## config.mk

```make
export PLATFORM = sky130hd
export DESIGN_NAME = vack_rx_buffer
export DESIGN_NICKNAME = d
export VERILOG_FILES = /design/src/rtl/vack_pkg.sv /design/src/rtl/vack_sync_fifo.sv /design/src/rtl/vack_rx_buffer.sv
export SDC_FILE = /design/constraint.sdc
export NUM_CORES = 1
export LEC_CHECK = 0
export ABC_CLOCK_PERIOD_IN_PS = 6800
export CORE_ASPECT_RATIO = 0.6
export CORE_MARGIN = 2
export CORE_UTILIZATION = 56
export DETAILED_ROUTE_END_ITERATION = 8
export GPL_TIMING_DRIVEN = 1
export PLACE_DENSITY_LB_ADDON = 0.12
export SETUP_SLACK_MARGIN = 0.4
export SYNTH_ARGS = -nofsm -noshare
export SYNTH_HDL_FRONTEND = slang
export SYNTH_SLANG_ARGS = --single-unit
export TNS_END_PERCENT = 100
```

## constraint.sdc

```tcl
create_clock -name clk -period 6.8 [get_ports clk]
set_clock_uncertainty 0.1 [all_clocks]
set_input_delay 1.02 -clock clk [delete_from_list [all_inputs] [get_ports clk]]
set_output_delay 1.02 -clock clk [all_outputs]
set_load 0.01 [all_outputs]
```

## src/rtl/vack_pkg.sv

```systemverilog
// Shared constants for the valid/ack receive buffer: default sizing and input FSM encoding.
package vack_pkg;

  localparam int unsigned DEFAULT_DATA_W = 8;
  localparam int unsigned DEFAULT_DEPTH  = 4;

  localparam logic ST_IDLE = 1'b0;
  localparam logic ST_ACK  = 1'b1;

endpackage

```

## src/rtl/vack_sync_fifo.sv

```systemverilog
// Single-clock show-ahead FIFO with occupancy count; synchronous active-low reset.
module vack_sync_fifo
  import vack_pkg::*;
#(
  parameter int unsigned DATA_W = DEFAULT_DATA_W,
  parameter int unsigned DEPTH  = DEFAULT_DEPTH,
  parameter int unsigned CNT_W  = $clog2(DEPTH) + 1
) (
  input  logic              clk,
  input  logic              rstn,
  input  logic              push,
  input  logic [DATA_W-1:0] wdata,
  input  logic              pop,
  output logic [DATA_W-1:0] rdata,
  output logic [CNT_W-1:0]  count,
  output logic              full,
  output logic              empty
);

  localparam int unsigned AW = $clog2(DEPTH);

  logic [DATA_W-1:0] mem [DEPTH];
  logic [AW-1:0]     wr_ptr_q, wr_ptr_d;
  logic [AW-1:0]     rd_ptr_q, rd_ptr_d;
  logic [CNT_W-1:0]  count_q, count_d;
  logic              do_push, do_pop;

  assign full    = (count_q == CNT_W'(DEPTH));
  assign empty   = (count_q == '0);
  // Both qualifiers use pre-edge occupancy: no push-through-pop when full, no bypass when empty.
  assign do_push = push && !full;
  assign do_pop  = pop && !empty;

  always_comb begin
    wr_ptr_d = wr_ptr_q;
    rd_ptr_d = rd_ptr_q;
    count_d  = count_q;
    if (do_push) wr_ptr_d = wr_ptr_q + AW'(1);
    if (do_pop)  rd_ptr_d = rd_ptr_q + AW'(1);
    if (do_push && !do_pop)      count_d = count_q + CNT_W'(1);
    else if (do_pop && !do_push) count_d = count_q - CNT_W'(1);
  end

  always_ff @(posedge clk) begin
    if (!rstn) begin
      wr_ptr_q <= '0;
      rd_ptr_q <= '0;
      count_q  <= '0;
    end else begin
      wr_ptr_q <= wr_ptr_d;
      rd_ptr_q <= rd_ptr_d;
      count_q  <= count_d;
    end
  end

  // Storage is intentionally not reset.
  always_ff @(posedge clk) begin
    if (do_push) mem[wr_ptr_q] <= wdata;
  end

  assign rdata = mem[rd_ptr_q];
  assign count = count_q;

endmodule

```

## src/rtl/vack_rx_buffer.sv

```systemverilog
// Receiver for the 4-phase valid/ack sender, buffering words onto a valid/ready stream.
// Optional VACK_RX_STATS_EN adds a 16-bit accepted-word counter port rx_words.
module vack_rx_buffer
  import vack_pkg::*;
#(
  parameter int unsigned DATA_W = DEFAULT_DATA_W,
  parameter int unsigned DEPTH  = DEFAULT_DEPTH,
  parameter int unsigned CNT_W  = $clog2(DEPTH) + 1
) (
  input  logic              clk,
  input  logic              rstn,
  input  logic              in_valid,
  input  logic [DATA_W-1:0] in_data,
  output logic              in_ack,
  output logic              out_valid,
  input  logic              out_ready,
  output logic [DATA_W-1:0] out_data,
`ifdef VACK_RX_STATS_EN
  output logic [15:0]       rx_words,
`endif
  output logic [CNT_W-1:0]  count
);

  logic state_q, state_d;
  logic push;
  logic full;
  logic empty;

  // One word per 4-phase cycle: only IDLE may push, and only when a slot is free.
  assign push = (state_q == ST_IDLE) && in_valid && !full;

  always_comb begin
    state_d = state_q;
    case (state_q)
      ST_IDLE: if (push)      state_d = ST_ACK;
      ST_ACK:  if (!in_valid) state_d = ST_IDLE;
      default:                state_d = ST_IDLE;
    endcase
  end

  always_ff @(posedge clk) begin
    if (!rstn) state_q <= ST_IDLE;
    else       state_q <= state_d;
  end

  assign in_ack    = (state_q == ST_ACK);
  assign out_valid = !empty;

  vack_sync_fifo #(
    .DATA_W (DATA_W),
    .DEPTH  (DEPTH),
    .CNT_W  (CNT_W)
  ) u_fifo (
    .clk   (clk),
    .rstn  (rstn),
    .push  (push),
    .wdata (in_data),
    .pop   (out_ready),
    .rdata (out_data),
    .count (count),
    .full  (full),
    .empty (empty)
  );

`ifdef VACK_RX_STATS_EN
  logic [15:0] rx_words_q;

  always_ff @(posedge clk) begin
    if (!rstn)     rx_words_q <= '0;
    else if (push) rx_words_q <= rx_words_q + 16'd1;
  end

  assign rx_words = rx_words_q;
`endif

endmodule

```

==> flow_metrics.py <==
metrics = {
    "routing": {
        "drtPass1Iterations": 4,
        "wl_per_cell_um": 16.5,
        "vias": 871,
        "vias_per_cell": 5.31,
        "wl_um": 2710,
        "drtIter0Drc": 44,
        "drc_errors": 0,
        "final_antenna_net_count": 0,
    },
    "power_and_ir_drop": {
        "vdd_drop_max_mv": 0.174,
        "sequentialPowerShare": 0.478,
        "cellLeakagePower_nw": 0.699,
        "p_comb_frac": 0.303,
        "power.density_nw_per_um2": 359,
        "clockPowerShare": 0.219,
        "sw_frac_of_total": 0.279,
        "p_sw_w": 0.000205,
        "p_int_w": 0.000529,
    },
    "synthesis": {
        "ys_seq_area_frac": 0.693,
        "yosys_warnings": 0,
        "synth_top_cell_area_share": 0.574,
        "synthesis.area_um2": 1680,
        "yosysTopAreaCell": "edfxtp_1",
        "synth_most_common_cell": "edfxtp_1",
        "synth_cells": 93,
        "synth.top_cells.by_count": "edfxtp_1, dfxtp_1, and2_1, mux4_2",
        "syn_avg_cell_area_um2": 18.0,
        "netlist_top_cells_area": "edfxtp_1, dfxtp_1, mux4_2, ha_1, and2_1",
        "synth.distinct_cells": 24,
        "async_reset_ff_frac": 0,
        "syn-num-nets": 111,
        "synth-edff-count": 32,
        "ys.flop_type": "edfxtp_1",
        "synth-seq-cells": 42,
    },
    "die": {
        "die_w_um": 74.6,
        "pin_count": 25,
        "core_um2": 2850,
        "die_h_um": 46.4,
        "dieArea_um2": 3460,
        "start_util": 0.587,
        "rows": 15,
    },
    "worst_setup_path": {
        "critPathLaunchType": "flop",
        "crit_fanout": 8,
        "cp-end-kind": "output pin",
        "cp.required_ps": 5680,
        "critPathArrivalTime_ps": 2040,
        "path_class": "flop to output pin",
    },
    "cts": {
        "cts_buffers": 5,
        "cts.path.max_buffers": 2,
        "post_cts_buffers": 0,
        "htree_levels": 2,
        "hold_buffers": 0,
        "post_cts_resized": 0,
        "cts_tree": "done",
        "cts-root-buf": "clkbuf_8",
        "clk_latency_ps": 290,
        "clkSlewWorstSetupHoldPaths_ps": 70,
        "numClockSinks": 42,
    },
    "timing": {
        "relSlewSlack": 0.631,
        "hold_viol": 0,
        "rsz0062_at_grt": "false",
        "drv_slew": 0,
        "fin_setup_tns_ps": 0,
        "tightestPinTransition_ps": 552,
        "whs_ps": 391,
        "max_freq_ghz": 0.316,
        "period_share": 0.465,
        "setup_viol": 0,
        "period_minus_slack_ps": 3160,
    },
    "placement": {
        "port_buffers": 24,
        "gp_congestion": 0.713,
        "place_hpwl_um": 1910,
    },
    "global_route": {
        "grt_usage": 0.180,
        "gr-total-overflow": 0,
        "grt_pass1_wl_um": 4170,
        "first_global_vias": 853,
        "antenna_found_initial": 0,
        "grt_start_max_net_pins": 13,
    },
    "run": {
        "maxCapViolCount": 0,
    },
    "status": {
        "status": "complete, no violations",
    },
    "finish": {
        "fill_cells": 217,
        "antenna_cells": 0,
        "drive_above_1_share": 0.156,
        "areaGrowthSynthToFinish_pct": 22.2,
        "nNetsFinal": 139,
    },
    "worst_hold_path": {
        "min_path_type": "flop to flop",
    },
}
## registers in the layout, summed over array words and instances (netlist names), named ones only
| register | count |
|---|---|
| u_fifo.rd_ptr_q | 2 |
| u_fifo.wr_ptr_q | 2 |
| u_fifo.count | 3 |
| u_fifo.mem | 32 |
| in_ack | 1 |
## cell type report
class | count | area, µm² | area share
Sequential cell | 42 | 1160 | 0.567
Multi-Input combinational cell | 44 | 487 | 0.238
Timing Repair Buffer | 24 | 240 | 0.117
Clock buffer | 7 | 86.3 | 0.0422
Tap cell | 42 | 52.6 | 0.0257
Inverter | 4 | 15.0 | 0.00733
Clock inverter | 1 | 5.00 | 0.00244
## metal layers
layer | wire (µm) | part of all wire | GRT usage | vias up
met5 | 0 | 0 | 0 | -
met4 | 68 | 0.025 | 0.0750 | 0
met3 | 174 | 0.064 | 0.0635 | 9
met2 | 1220 | 0.45 | 0.260 | 30
met1 | 1250 | 0.46 | 0.253 | 427
li1 | - | - | - | 405
## cells in the final DEF, fill, tap and decap left out
cell             synthesis  layout
or3_1                    1       1
edfxtp_1                32      32
inv_1                    4       4
ha_1                     5       5
clkdlybuf4s50_1          0      24
xnor2_1                  3       3
dfxtp_1                 10      10
xor2_1                   1       1
nor3b_4                  1       1
clkbuf_1                 1       1
clkinv_2                 0       1
o21ai_0                  1       1
a21oi_1                  1       1
clkbuf_8                 0       6
mux4_2                   8       8
nor2b_1                  1       1
o311ai_1                 1       1
fa_1                     1       1
nand2_1                  5       5
o31ai_2                  1       1
a21boi_0                 1       1
mux2i_1                  3       3
and2_1                   8       8
or3_2                    1       1
nor3b_2                  1       1
## critical path, stage by stage, from the launching register on
cell and delay, ps:
dfxtp_1 670, mux4_2 580, clkdlybuf4s50_1 500
## path summary, 6_finish.rpt
path,depth (start not counted),endpoint,start,slack (ps)
hold reg to reg,2,in_ack,in_ack,390
hold / removal,2,in_ack,in_ack,390
setup reg to reg,8,u_fifo.count[2],u_fifo.count[0],4350
setup / recovery,2,out_data[3],flop,3640
## metrics by stage
stage,instances,cell area (µm²),power [W],setup WS (ps),utilization
2_1_floorplan,93,1680,0.000482,4120,-
3_3_place_gp,156,1960,0.000573,3570,0.686
3_5_place_dp,156,1960,0.000581,3480,0.686
4_1_cts,164,2050,0.000740,3590,0.718
5_1_grt,164,2050,0.000771,3500,0.718
6_report,164,2050,0.000734,3640,0.718
## power by group through the flow
stage / registers (W) / clock network (W) / logic, W
floorplan: 0.000341 / 0 / 0.000141
global placement: 0.000356 / 0 / 0.000217
detailed placement: 0.000358 / 0 / 0.000223
CTS: 0.000352 / 0.000164 / 0.000224
global route: 0.000358 / 0.000172 / 0.000241
finish: 0.000351 / 0.000161 / 0.000222
## kinds of logic (layout without fill, tap and decap cells)
group	after synthesis	in the layout	share of synthesized area
DFF	42	42	0.693
and+or+nand+nor	18	18	0.0717
muxes	11	11	0.125
buffers and inverters	7	36	0.0164
adders and majority gates	6	6	0.0493
AOI/OAI and AO/OA	5	5	0.0231
xor gates and xnor gates	4	4	0.0209
No activity file was read; power rests on OpenSTA's default activity.
==> variant: new RTL, same settings <==
Put a register stage on the output `count`, cleared by the reset. The value now appears one clock later. The other outputs are not delayed to match.
--- a/src/rtl/vack_rx_buffer.sv
+++ b/src/rtl/vack_rx_buffer.sv
@@ -20,6 +20,8 @@
 `endif
   output logic [CNT_W-1:0]  count
 );
+
+  logic [CNT_W-1:0] count_c;
 
   logic state_q, state_d;
   logic push;
@@ -57,7 +59,7 @@
     .wdata (in_data),
     .pop   (out_ready),
     .rdata (out_data),
-    .count (count),
+    .count (count_c),
     .full  (full),
     .empty (empty)
   );
@@ -73,5 +75,13 @@
   assign rx_words = rx_words_q;
 `endif
 
+  always_ff @(posedge clk) begin
+    if (!rstn) begin
+      count <= '0;
+    end else begin
+      count <= count_c;
+    end
+  end
+
 endmodule
 
Formal check against the unedited RTL: not equivalent (a bounded check fails within 4 cycles, from zero or initial values and one cycle with rstn low).
==> variant against the original RTL <==
  * Design area is 3.7% higher
  * Synthesized area up 4.8%
  * Largest cell class unchanged
  * Routed wire length increased by 0.81%
  * Worst setup slack worse by 8.8 ps
  * Sequential cell count grew 3
  * Count of clock-buffer cells in the layout fell by 2
  * Power barely moved
  * Combinational power decreased by 7%
==> variant: results (changes against the original RTL) <==
| Metric | Value |
|---|---|
| Status | `completed` |
| Main synth FF type | `edfxtp_1` |
| Post-synth EDFFs | `32 (unchanged)` |
| Dpl cells | `162 (+3.8%)` |
| Synth Area in Compound Gates | `0.01782 (-0.005333)` |
| GR Util met2 | `0.2673 (+0.007080)` |
| Maximum vdd ir drop | `0.1948 mV (+12%)` |
| HPWL after detailed placement | `1.951 mm (+1.9%)` |
| Share of cells above drive strength 1 | `0.1641 (+0.008325)` |
| Final net count | `145 (+4.3%)` |
| Switch Pwr | `0.2028 mW (-1.1%)` |
| Register clock-pin slew on the reported worst setup and hold paths | `80 ps` |
| Total GRT Usage | `0.1717 (-0.008693)` |
| Vias in the first global route | `858 (+0.59%)` |
| Vias per cell | `5.188 (-2.3%)` |
| Routability-driven placement congestion ratio | `0.7269 (+2.0%)` |
| M1 GR Usage | `0.2362 (-0.01713)` |
| Placed cell areas | `0.002036 sq mm (+4.1%)` |
| Worst path max stage delay | `670 ps (about the same)` |
| Leakage | `0.7331 nW (+4.9%)` |
| Synth area leaders | `edfxtp_1 (55%), dfxtp_1 (15%), mux4_2 (10%)` |
| Met3 Track Usage GR | `0.05385 (-0.009611)` |
| FF+latch area | `0.001221 sq mm (+5.2%)` |
| Sw frac | `0.2762 (-0.003193)` |
| Adder-Cell Fraction of Synth Area | `0.04704 (-0.002248)` |
| Register area share after synthesis | `0.6957 (+0.002598)` |
| DRT iter0 DRCs | `54 (+23%)` |
| Metal3 WL | `115 um (-34%)` |
| Critical Path Fanout Max | `8 (unchanged)` |
| Largest net degree at the start of global routing | `15 (+2)` |
| TritonCTS Buffers | `5 (unchanged)` |
| Largest regs | `u_fifo.mem (32), count (3), u_fifo.count (3)` |
| Mapped Cells | `99 (+6.5%)` |
| Routed len/inst | `16.08 um (-2.7%)` |
| Placement Setup Slack | `3438 ps (-40.80 ps)` |
| DRT met1 WL | `1.356 mm (+8.1%)` |
| Final WL | `2.733 mm (+0.81%)` |
| Synth Area in XOR/XNOR | `0.01996 (-0.0009539)` |
| CTS max path bufs | `2 (unchanged)` |
| Met2 wire len | `1.244 mm (+2.4%)` |
| Filler instances | `200 (-7.8%)` |
| First-pass GRT wire length | `4.347 mm (+4.1%)` |
| Top sig layer | `met4` |
| Slew HR | `0.6374 (+0.005972)` |
| DRT Pass-1 Iters | `3 (-1)` |
| Syn_nets | `117 (+5.4%)` |
| Initial antenna violation count | `0 (unchanged)` |
| Critical path's top delay family | `flip-flops` |
| Setup Fix Bufs, Post-CTS | `0 (unchanged)` |
| Slowest cell on the critical path | `dfxtp_1` |
| Worst-skew pair later-pin latency | `290 ps (about the same)` |
| Multiplexer area fraction after synthesis | `0.1197 (-0.005723)` |
| Synth cell count leaders | `edfxtp_1 (32), dfxtp_1 (13), and2_1 (10)` |
| Clk pwr share | `0.215 (-0.004)` |
| Power Combinational | `0.207 mW (-7%)` |
| Warnings, synthesis | `0 (unchanged)` |
-- variant: changes by cell type after synthesis --
cell,before,now
a21boi_0,1,0
and2_1,8,10
and2_2,0,1
dfxtp_1,10,13
nand2_1,5,6
or3_1,1,0
or4b_1,0,1
-- variant: layout make-up --
cell class | instances | area share
clock buffers | 5 | 0.03243
clock inverters | 3 | 0.008255
inverters | 4 | 0.007075
multi-input cells | 47 | 0.2388
flip-flops and latches | 45 | 0.5755
well taps | 42 | 0.02476
repair buffers | 24 | 0.1132
-- variant: kinds of logic after synthesis --
family          Yosys count
xor+xnor                  4
flops                    45
compound gates            4
buf+inv                   7
fa+ha+maj                 6
simple gates             22
mux                      11
-- variant: path summary, 6_finish.rpt --
kind              startpoint              end  slack [ps]  depth (start not counted)
max                 register      out_data[6]        3630                          2
min                   in_ack           in_ack         420                          2
max reg2reg  u_fifo.count[0]  u_fifo.count[2]        4290                          8
min reg2reg           in_ack           in_ack         420                          2
